## src/rtl/circle_motion_ctrl.sv

```systemverilog
// circle_motion_ctrl: moves a circle centre once per frame and bounces it inside the active area
// clk25 / reset_n   : pixel clock, asynchronous active-low reset
// Vsync             : vertical sync, already in the clk25 domain
// key_pause_n       : raw active-low button, toggles run/pause
// key_speed_n       : raw active-low button, steps speed 1..MAX_SPEED
// CircleRow/Col     : registered circle centre
// moving / speed    : high while running / current per-frame step
module circle_motion_ctrl #(
  parameter int H_ACTIVE = 640,
  parameter int V_ACTIVE = 480,
  parameter int RADIUS = 16,
  parameter int MAX_SPEED = 4,
  parameter bit VSYNC_ACTIVE_LOW = 1'b1,
  parameter int DEBOUNCE_CYCLES = 250000
) (
  input  logic       clk25,
  input  logic       reset_n,
  input  logic       Vsync,
  input  logic       key_pause_n,
  input  logic       key_speed_n,
  output logic [8:0] CircleRow,
  output logic [9:0] CircleCol,
  output logic       moving,
  output logic [2:0] speed
);
  localparam int CW = $clog2(DEBOUNCE_CYCLES + 1);
  localparam logic [10:0] COL_MIN = 11'(RADIUS);
  localparam logic [10:0] COL_MAX = 11'(H_ACTIVE - 1 - RADIUS);
  localparam logic [10:0] ROW_MIN = 11'(RADIUS);
  localparam logic [10:0] ROW_MAX = 11'(V_ACTIVE - 1 - RADIUS);

  typedef enum logic [1:0] {IDLE, RUN, PAUSED} state_t;

  state_t            state, state_nx;
  logic              vsync_q, tick;
  logic [1:0]        k1, k2, k3, press;
  logic [1:0][CW-1:0] cnt;
  logic              dir_x, dir_y, flip_x, flip_y;
  logic [10:0]       sp, col, row, col_up, row_up;
  logic [9:0]        col_nx;
  logic [8:0]        row_nx;

  // XOR with the polarity turns "active" into a 1 regardless of Vsync polarity
  assign tick = (Vsync ^ VSYNC_ACTIVE_LOW) & ~(vsync_q ^ VSYNC_ACTIVE_LOW);

  // bit 0 = pause key, bit 1 = speed key; falling edge of the synchronised level, gated by lockout
  assign press = ~k2 & k3 & {cnt[1] == '0, cnt[0] == '0};

  always_ff @(posedge clk25 or negedge reset_n)
    if (!reset_n) begin
      k1  <= '1;
      k2  <= '1;
      k3  <= '1;
      cnt <= '0;
    end else begin
      k1 <= {key_speed_n, key_pause_n};
      k2 <= k1;
      k3 <= k2;
      for (int i = 0; i < 2; i++)
        cnt[i] <= press[i] ? CW'(DEBOUNCE_CYCLES) : cnt[i] - CW'(cnt[i] != '0);
    end

  // 11-bit arithmetic so neither pos+speed nor the MIN+speed compare can wrap
  always_comb begin
    sp       = 11'(speed);
    col      = 11'(CircleCol);
    row      = 11'(CircleRow);
    col_up   = col + sp;
    row_up   = row + sp;
    flip_x   = dir_x ? col_up > COL_MAX : col < COL_MIN + sp;
    flip_y   = dir_y ? row_up > ROW_MAX : row < ROW_MIN + sp;
    col_nx   = 10'(flip_x ? (dir_x ? COL_MAX : COL_MIN) : (dir_x ? col_up : col - sp));
    row_nx   = 9'(flip_y ? (dir_y ? ROW_MAX : ROW_MIN) : (dir_y ? row_up : row - sp));
    state_nx = press[0] ? (state == PAUSED ? RUN : PAUSED) :
               (tick && state == IDLE) ? RUN : state;
  end

  always_ff @(posedge clk25 or negedge reset_n)
    if (!reset_n) begin
      state     <= IDLE;
      moving    <= 1'b0;
      vsync_q   <= VSYNC_ACTIVE_LOW;
      CircleCol <= 10'(H_ACTIVE / 2);
      CircleRow <= 9'(V_ACTIVE / 2);
      dir_x     <= 1'b1;
      dir_y     <= 1'b1;
      speed     <= 3'd1;
    end else begin
      state   <= state_nx;
      moving  <= state_nx == RUN;
      vsync_q <= Vsync;
      if (tick && state == RUN) begin
        CircleCol <= col_nx;
        CircleRow <= row_nx;
        dir_x     <= dir_x ^ flip_x;
        dir_y     <= dir_y ^ flip_y;
      end
      if (press[1]) speed <= speed == 3'(MAX_SPEED) ? 3'd1 : speed + 3'd1;
    end
endmodule
```

## config.mk

```make
export PLATFORM = sky130hd
export DESIGN_NAME = circle_motion_ctrl
export DESIGN_NICKNAME = d
export VERILOG_FILES = /design/src/rtl/circle_motion_ctrl.sv
export SDC_FILE = /design/constraint.sdc
export NUM_CORES = 1
export LEC_CHECK = 0
export CELL_PAD_IN_SITES_DETAIL_PLACEMENT = 1
export CELL_PAD_IN_SITES_GLOBAL_PLACEMENT = 2
export CORE_MARGIN = 3
export CORE_UTILIZATION = 39
export CTS_BUF_LIST = sky130_fd_sc_hd__clkbuf_4
export DETAILED_ROUTE_END_ITERATION = 8
export GPL_TIMING_DRIVEN = 0
export PLACE_DENSITY_LB_ADDON = 0.1
export SETUP_SLACK_MARGIN = 0.2
export SLEW_MARGIN = 20
export SYNTH_ARGS = -nofsm -noshare
export SYNTH_HDL_FRONTEND = slang
export SYNTH_SLANG_ARGS = --single-unit
```

## constraint.sdc

```tcl
create_clock -name clk25 -period 3.15 [get_ports clk25]
set_clock_uncertainty 0.05 [all_clocks]
set_input_delay 0.7875 -clock clk25 [delete_from_list [all_inputs] [get_ports clk25]]
set_output_delay 0.7875 -clock clk25 [all_outputs]
set_load 0.02 [all_outputs]
```

==> results of run 1 <==
[placed cells by master (no fill, tap or decap), drive strengths merged, types with 19 or more instances in the layout]
master / synthesis / routed
clkdlybuf4s50: 0 / 26
inv: 21 / 21
o21ai: 30 / 30
nor2: 56 / 56
clkbuf: 10 / 21
dfrtp: 54 / 54
a21oi: 19 / 19
buf: 10 / 21
nand2: 38 / 38
xnor2: 23 / 23
[state kept, by name (all words and copies together), names as in the netlist]
| name | count |
|---|---|
| cnt | 36 |
| CircleCol | 10 |
| CircleRow | 9 |
| speed | 3 |
| k1 | 2 |
| k2 | 2 |
| k3 | 2 |
| state | 2 |
| dir_x | 1 |
| dir_y | 1 |
| moving | 1 |
| vsync_q | 1 |
[cells by family after synthesis]
logic type               count (synthesis)  synth area share [%]
AND/OR/NAND/NOR                        177                  22.1
adder cells (fa/ha/maj)                 22                  7.39
multiplexers                             4                 0.969
buffers and inverters                   41                  4.18
AO/OA/AOI/OAI                           96                  15.8
XOR/XNOR                                31                  6.57
flip-flops                              70                  42.9
[power breakdown]
group          internal (µW)  switching (µW)  leakage [µW]
sequential              1190             293      0.000801
combinational            614             792       0.00106
clock                    335             329     0.0000883
total                   2140            1410       0.00195
[per-stage QoR]
| stage | setup WS, ns | utilization [%] | power, µW | std cells |
|---|---|---|---|---|
| after floorplan | 0.408 | - | 2400 | 441 |
| after global placement | -1.34 | 45.5 | 2820 | 601 |
| after detailed placement | -0.117 | 45.6 | 2870 | 602 |
| after CTS | 0.230 | 47.5 | 3580 | 618 |
| after global routing | 0.185 | 48.3 | 3830 | 628 |
| final | 0.336 | 48.3 | 3550 | 628 |
[path summary, 6_finish.rpt]
check | to | cells past startpoint
max | CircleRow[5] | 11
min | CircleRow[1] | 1
max reg2reg | CircleRow[5] | 11
min reg2reg | k2[1] | 0
max in group asynchronous | k2[1] | 2
min in group clk25 | k2[1] | 0
[worst register-to-register path, delay by kind of cell, from the launching register on]
family | cells | cell delay [ns]
fa+ha+maj | 2 | 0.40
flops | 1 | 0.60
compound gates | 3 | 0.52
buf+inv | 2 | 0.36
simple gates | 4 | 0.85
[what timing repair did]
item                                    in CTS  in global routing
pin swaps                                    0                  2
resized for setup                            6                  6
gates cloned                                 0                  1
setup buffers                                0                  9
endpoints found under the setup margin      11                 11
[layout make-up]
cell class / instances / share of cell area, %
Multi-Input combinational cell: 330 / 45.6
Sequential cell: 70 / 36.6
Timing Repair Buffer: 38 / 7.55
Tap cell: 133 / 3.43
Buffer: 20 / 2.04
Clock buffer: 11 / 1.70
Inverter: 21 / 1.62
Clock inverter: 5 / 1.52
[routing by layer]
| metal | up-vias | routed length (µm) | part of all wire (%) |
|---|---|---|---|
| li1 | 1655 | - | - |
| met1 | 1678 | 5050 | 49 |
| met2 | 48 | 4960 | 48 |
| met3 | 6 | 298 | 2.9 |
| met4 | 0 | 100 | 0.96 |
| met5 | - | 0 | 0 |
==> flow_summary.json, run 1 <==
{
  "final-setup-viol-count": 0,
  "status": "complete, no violations",
  "yosysMostFrequentCell": "nor2_1",
  "critPathLaunch": "speed[0]",
  "drc": 0,
  "multiInputGateArea_um2": 2210,
  "use_met1_pct": 25.8,
  "cp_max_fo": 10,
  "gr-usage-met2_pct": 30.9,
  "maxSlewHeadroom_pct": 56.9,
  "num_rows": 36,
  "critPathTopFamily": "simple AND/OR/NAND/NOR gates",
  "routabilityCongestion": 0.783,
  "clk_pin_slew_worst_paths_ns": 0.13,
  "insertion_delay_ns": 0.42,
  "async_flop_share_pct": 100,
  "cp.required_ns": 3.47,
  "tns_ns": 0,
  "synth_nets": 468,
  "cts_buffers": 9,
  "cts-hold-fix-buffers": 0,
  "grt_first_pass_wirelength_um": 17700,
  "critPathBufInv": 2,
  "synth_area_um2": 4130,
  "cts_root_buf": "clkbuf_4",
  "critPathCaptureType": "register",
  "ff2ff_setup_slack_ns": 0.34,
  "clock_path_buffers": 2,
  "first_global_vias": 3492,
  "placed_cell_area_um2": 4580,
  "synth-main-ff-cell": "dfrtp_1",
  "cts_tree": "yes",
  "whs_ns": 0.258,
  "ys_ff_latch": 70,
  "ys_types": 64,
  "slowest_stage": "dfstp_2",
  "dr.pass1.iters": 4,
  "dr_total_vias": 3387,
  "fill_cells": 1179,
  "h-tree-depth": 3,
  "drive_gt1_share_pct": 14.5,
  "ioPinCount": 28,
  "finalInstanceArea_um2": 4850,
  "grt-ovfl-total": 0,
  "crit_path_start_kind": "register",
  "cellPowerDensity_nw_per_um2": 731,
  "wl_um": 10400,
  "via_per_inst": 5.39,
  "numClockSinks": 70,
  "antenna_cells": 0,
  "postSynthAreaPerCell_um2": 9.37,
  "syn_inst": 441,
  "start_util_pct": 41.1,
  "finalMaxSlewViolations": 0,
  "yosysWarnings": 0,
  "grt_usage_pct": 18.9,
  "ant_nets": 0,
  "p_leak_uw": 0.00195,
  "drv_cap": 0,
  "port_buffers": 27,
  "cp_data_arrival_time_ns": 3.13,
  "cp_slowest_stage_delay_ns": 0.60,
  "synth_common_cells": "nor2_1 (56), dfrtp_1 (54), nand2_1 (38)",
  "layout.nets": 517,
  "crit_type": "register to register",
  "rsz0062_at_grt": "true",
  "area_growth_pct": 17.5,
  "die_area_um2": 11900,
  "yosysSeqAreaShare_pct": 42.9,
  "dpl.hpwl_um": 7360,
  "min_path_type": "input pin to asynchronous set/reset pin",
  "grt_max_degree": 38,
  "timing.fmax_ghz": 0.355,
  "grt_antenna_before_repair": 0,
  "use_met3_pct": 3.85,
  "synth_top_cell_by_area": "dfrtp_1",
  "yosysTopAreaCellShare_pct": 32.7,
  "first_iter_violations": 140,
  "tightest_slew_ns": 0.647,
  "core_um2": 10000,
  "r2r_start": "speed[0]",
  "vdd_ir_drop_max_uv": 384,
  "grt_busiest_layer": "met2",
  "crit_path_cell_trace": "buf_4, ha_1, fa_1, nand4bb_1, or4_1, nand4_1, a22o_1, nand3_1, buf_4, a21o_1, a22o_1",
  "finalCriticalPeriod_ns": 2.81,
  "post_drt_wl_per_cell_um": 16.6,
  "fp.dieW_um": 109,
  "synthTopCellsByArea": "dfrtp_1 (33%), dfstp_2 (10%), ha_1 (5.5%)",
  "finalCritPeriodShare_pct": 89.3,
  "seq_area_um2": 1770,
  "die_h_um": 109,
  "synth_edf_count": 0,
  "finalHoldViolCount": 0
}
No activity file was read; power rests on OpenSTA's default activity.
==> run 2, diff against run 1 <==
--- a/config.mk
+++ b/config.mk
@@ -13,6 +13,7 @@
 export DETAILED_ROUTE_END_ITERATION = 8
 export GPL_TIMING_DRIVEN = 0
 export PLACE_DENSITY_LB_ADDON = 0.1
+export REMOVE_ABC_BUFFERS = 1
 export SETUP_SLACK_MARGIN = 0.2
 export SLEW_MARGIN = 20
 export SYNTH_ARGS = -nofsm -noshare
==> run 2 against run 1 <==
Against the previous run:
- hold slack worse by 0.079 ns
- global-route usage is 0.97 points lower
- final area is 1.4% lower
- highest routed layer unchanged
==> flow_summary.json, run 2 (synthesized netlist as in run 1, its figures left out) <==
{
  "finalMaxSlewViolations": 0,
  "grt_antenna_before_repair": 0,
  "cp_max_fo": 7,
  "cellPowerDensity_nw_per_um2": 737,
  "cts-hold-fix-buffers": 0,
  "post_drt_wl_per_cell_um": 15.8,
  "critPathCaptureType": "register",
  "gr-usage-met2_pct": 28.0,
  "dpl.hpwl_um": 6640,
  "fin_ws_ns": 0.383,
  "area_growth_pct": 15.9,
  "cp.required_ns": 3.38,
  "routabilityCongestion": 0.746,
  "grt_busiest_layer": "met2",
  "fill_cells": 1167,
  "cts_buffers": 9,
  "grt_usage_pct": 18.0,
  "clk_pin_slew_worst_paths_ns": 0.12,
  "drive_gt1_share_pct": 13.3,
  "via_per_inst": 5.44,
  "tightest_slew_ns": 0.938,
  "layout.nets": 497,
  "antenna_cells": 0,
  "crit_type": "register to register",
  "die_area_um2": 11900,
  "clock_path_buffers": 2,
  "start_util_pct": 41.1,
  "cts_tree": "yes",
  "ioPinCount": 28,
  "maxSlewHeadroom_pct": 37.3,
  "dr_total_vias": 3307,
  "port_buffers": 27,
  "dr.pass1.iters": 4,
  "place_ws_ns": -0.439,
  "regMostFlops": "cnt",
  "finalCriticalPeriod_ns": 2.77,
  "insertion_delay_ns": 0.42,
  "finalNonFillerCells": 608,
  "finalInstanceArea_um2": 4790,
  "finalCritPeriodShare_pct": 87.9,
  "cp_data_arrival_time_ns": 2.99,
  "status": "complete, no violations",
  "num_rows": 36,
  "numClockSinks": 70,
  "timing.fmax_ghz": 0.361,
  "crit_path_start_kind": "register",
  "largest_register_ffs": 36,
  "core_um2": 10000,
  "die_h_um": 109,
  "seq_area_um2": 1770,
  "placed_cells": 583,
  "final-setup-viol-count": 0,
  "total_power_uw": 3530,
  "wl_um": 9620,
  "grt_max_degree": 56,
  "cts_root_buf": "clkbuf_4",
  "finalHoldViolCount": 0,
  "grt_first_pass_wirelength_um": 16900,
  "reg_top3": "cnt: 36 flops, CircleCol: 10 flops, CircleRow: 9 flops",
  "first_global_vias": 3386,
  "ant_nets": 0,
  "vdd_ir_drop_max_uv": 312,
  "fp.dieW_um": 109,
  "most-common-layout-cells": "nor2_1 (56), dfrtp_1 (52), nand2_1 (38), o21ai_0 (29), clkdlybuf4s50_1 (26)",
  "drv_cap": 0,
  "use_met3_pct": 3.61,
  "h-tree-depth": 3,
  "placed_cell_area_um2": 4510,
  "multiInputGateArea_um2": 2230,
  "drc": 0,
  "p_leak_uw": 0.00190,
  "use_met1_pct": 25.3,
  "min_path_type": "input pin to asynchronous set/reset pin",
  "rsz0062_at_grt": "false",
  "first_iter_violations": 98,
  "grt-ovfl-total": 0,
  "final_common_cell": "nor2_1"
}
==> run 2: path summary, 6_finish.rpt <==
check                          from      endpoint  slack [ns]  cells past startpoint
max reg2reg                speed[0]  CircleCol[9]        0.38                     11
min                         reset_n  CircleRow[8]        0.18                      1
max in group asynchronous   reset_n         k2[1]        2.26                      2
min reg2reg                   k1[1]         k2[1]        0.32                      0
min in group clk25            k1[1]         k2[1]        0.32                      0
max                        speed[0]  CircleCol[9]        0.38                     11
==> run 2: area by class of cell <==
class                   instances  area share, %
inverters                      21           1.65
well taps                     133           3.48
clock inverters                 7           1.99
multi-input cells             330           46.7
repair buffers                 38           7.74
flip-flops and latches         70           37.1
clock buffers                   9           1.41
==> run 2: report_power, final <==
group          internal (µW)  switching, µW  leakage, µW
registers               1190            411     0.000801
logic                    586            664      0.00101
clock network            325            356    0.0000867
total                   2100           1430      0.00190
==> run 2: per-layer routing <==
metal	part of all wire [%]	up-vias	wire, µm
met4	1.0	0	98
met5	0	-	0
li1	-	1611	-
met1	49	1661	4730
met2	47	27	4560
met3	2.5	8	238
==> run 2: through the flow <==
| stage | TNS [ns] | hold slack (ns) | util (%) |
|---|---|---|---|
| 2_1_floorplan | 0 | 0.295 | - |
| 4_1_cts | 0 | 0.155 | 47.1 |
| 3_3_place_gp | -80.62 | 0.296 | 44.5 |
| 6_report | 0 | 0.180 | 47.7 |
| 3_5_place_dp | -2.86 | 0.298 | 44.9 |
| 5_1_grt | 0 | 0.141 | 47.7 |
==> run 2: repair_timing <==
action,CTS,global route
endpoints found under the setup margin,19,16
cloned,0,0
buffers inserted,4,5
gates resized for setup,4,5
pin swaps,2,1
==> run 2: critical path: stages (launching register included) <==
cell,delay (ns)
dfstp_2,0.63
ha_1,0.19
inv_1,0.05
fa_1,0.42
o21bai_4,0.22
xnor2_1,0.14
and3_1,0.16
o32ai_1,0.08
o211ai_1,0.23
buf_4,0.18
a21boi_0,0.20
o2bb2ai_1,0.09
==> run 3, diff against run 2 <==
--- a/config.mk
+++ b/config.mk
@@ -15,7 +15,7 @@
 export PLACE_DENSITY_LB_ADDON = 0.1
 export REMOVE_ABC_BUFFERS = 1
 export SETUP_SLACK_MARGIN = 0.2
-export SLEW_MARGIN = 20
+export SLEW_MARGIN = 40
 export SYNTH_ARGS = -nofsm -noshare
 export SYNTH_HDL_FRONTEND = slang
 export SYNTH_SLANG_ARGS = --single-unit
==> run 3 against run 2 <==
Against the previous run:
- final area is 0.34% higher
- global-route usage rose by 0.18 points
- register-to-register slack got worse by 0.04 ns
- combinational power about the same
- routed wire length is 1.8% higher
- final cell count up 0.16%
- hold slack got worse by 0.068 ns
- largest power group unchanged
- die area unchanged
- clock-buffer cell count rose by 1
- critical path type unchanged
- setup slack worse by 0.042 ns
==> flow_summary.json, run 3 (synthesized netlist as in run 1, its figures left out) <==
{
  "status": "complete, no violations",
  "cts_root_buf": "clkbuf_4",
  "crit_type": "register to register",
  "final_common_cell": "nor2_1",
  "vdd_ir_drop_max_uv": 340,
  "cts_buffers": 9,
  "tns_ns": 0,
  "drc": 0,
  "critPathCaptureType": "register",
  "via_per_inst": 5.46,
  "ioPinCount": 28,
  "finalCriticalPeriod_ns": 2.81,
  "clock_path_buffers": 2,
  "h-tree-depth": 3,
  "total_power_uw": 3540,
  "cp_data_arrival_time_ns": 3.07,
  "wl_um": 9800,
  "start_util_pct": 41.1,
  "drv_cap": 0,
  "die_h_um": 109,
  "cp_max_fo": 5,
  "most-common-layout-cells": "nor2_1 (56), dfrtp_1 (52), nand2_1 (37), o21ai_0 (29), clkdlybuf4s50_1 (26)",
  "rsz0062_at_grt": "true",
  "tightest_slew_ns": 0.613,
  "antenna_cells": 0,
  "placed_cell_area_um2": 4550,
  "crit_path_start_kind": "register",
  "dr_total_vias": 3324,
  "grt_usage_pct": 18.1,
  "timing.fmax_ghz": 0.356,
  "finalMaxSlewViolations": 0,
  "area_growth_pct": 16.3,
  "maxSlewHeadroom_pct": 59.1,
  "core_um2": 10000,
  "cts-hold-fix-buffers": 0,
  "ant_nets": 0,
  "numClockSinks": 70,
  "dpl.hpwl_um": 6740,
  "fp.dieW_um": 109,
  "die_area_um2": 11900,
  "grt_first_pass_wirelength_um": 16900,
  "num_rows": 36,
  "reg_top3": "cnt: 36 flops, CircleCol: 10 flops, CircleRow: 9 flops",
  "finalInstanceArea_um2": 4800,
  "insertion_delay_ns": 0.43,
  "min_path_type": "input pin to asynchronous set/reset pin",
  "regMostFlops": "cnt",
  "largest_register_ffs": 36,
  "final-setup-viol-count": 0,
  "first_global_vias": 3404,
  "first_iter_violations": 80,
  "dr.pass1.iters": 4,
  "post_drt_wl_per_cell_um": 16.1,
  "finalHoldViolCount": 0,
  "finalCritPeriodShare_pct": 89.2,
  "cellPowerDensity_nw_per_um2": 738,
  "grt-ovfl-total": 0,
  "p_leak_uw": 0.00191,
  "clk_pin_slew_worst_paths_ns": 0.12,
  "port_buffers": 27,
  "cts_tree": "yes",
  "cp.required_ns": 3.41,
  "grt_max_degree": 58,
  "routabilityCongestion": 0.746,
  "grt_antenna_before_repair": 0,
  "layout.nets": 498,
  "drive_gt1_share_pct": 13.7
}
run 3: metal layers:
metal | wire length [µm] | GRT usage, % | up-vias
li1 | - | - | 1608
met1 | 4920 | 25.5 | 1674
met2 | 4530 | 28.1 | 30
met3 | 218 | 3.49 | 12
met4 | 136 | 6.13 | 0
met5 | 0 | 0 | -
run 3: path summary, 6_finish.rpt:
check                           slack, ns  startpoint            to  cells past startpoint
worst min-delay path                 0.11     reset_n  CircleCol[3]                      1
worst max register to register       0.34    speed[1]  CircleCol[9]                     10
worst max-delay path                 0.34    speed[1]  CircleCol[9]                     10
min in group clk25                   0.32       k1[1]         k2[1]                      0
max in group asynchronous            2.36     reset_n         k1[1]                      2
worst min register to register       0.32       k1[1]         k2[1]                      0
run 3: worst max-delay path: stages (launching register included):
cell and delay (ns):
dfrtp_2 0.43, inv_1 0.18, ha_1 0.28, nand2b_1 0.22
a2111oi_4 0.41, and3_1 0.22, o32ai_1 0.08, o211ai_1 0.31
buf_2 0.23, a21boi_0 0.20, o2bb2ai_1 0.08
run 3: per-stage QoR:
stage          std cells  worst slack (ns)  util (%)  hold slack (ns)
2_1_floorplan        421             0.182         -            0.295
4_1_cts              602             0.229      47.1           0.0877
6_report             609             0.341      47.8            0.111
3_5_place_dp         585           -0.0476      45.3            0.301
5_1_grt              609             0.115      47.8           0.0810
3_3_place_gp         581             -1.30      44.5            0.296
run 3: layout make-up:
class / count / area (µm²)
fill: 1147 / 5240
inverter: 21 / 78.8
timing repair buffer: 39 / 377
tap: 133 / 166
multi-input combinational: 330 / 2250
sequential: 70 / 1770
clock buffer: 10 / 75.1
clock inverter: 6 / 86.3
run 3: power breakdown:
| group | total (µW) | leakage (µW) | internal [µW] | switching [µW] |
|---|---|---|---|---|
| sequential | 1600 | 0.000801 | 1190 | 414 |
| combinational | 1270 | 0.00102 | 596 | 671 |
| clock | 676 | 0.0000880 | 330 | 347 |
run 3: timing repair:
item / 4_1_cts / 5_1_grt
setup endpoints to repair: 11 / 18
hold endpoints to repair: 0 / 0
pin swaps: 1 / 2
buffers inserted: 1 / 7
resized for setup: 3 / 5
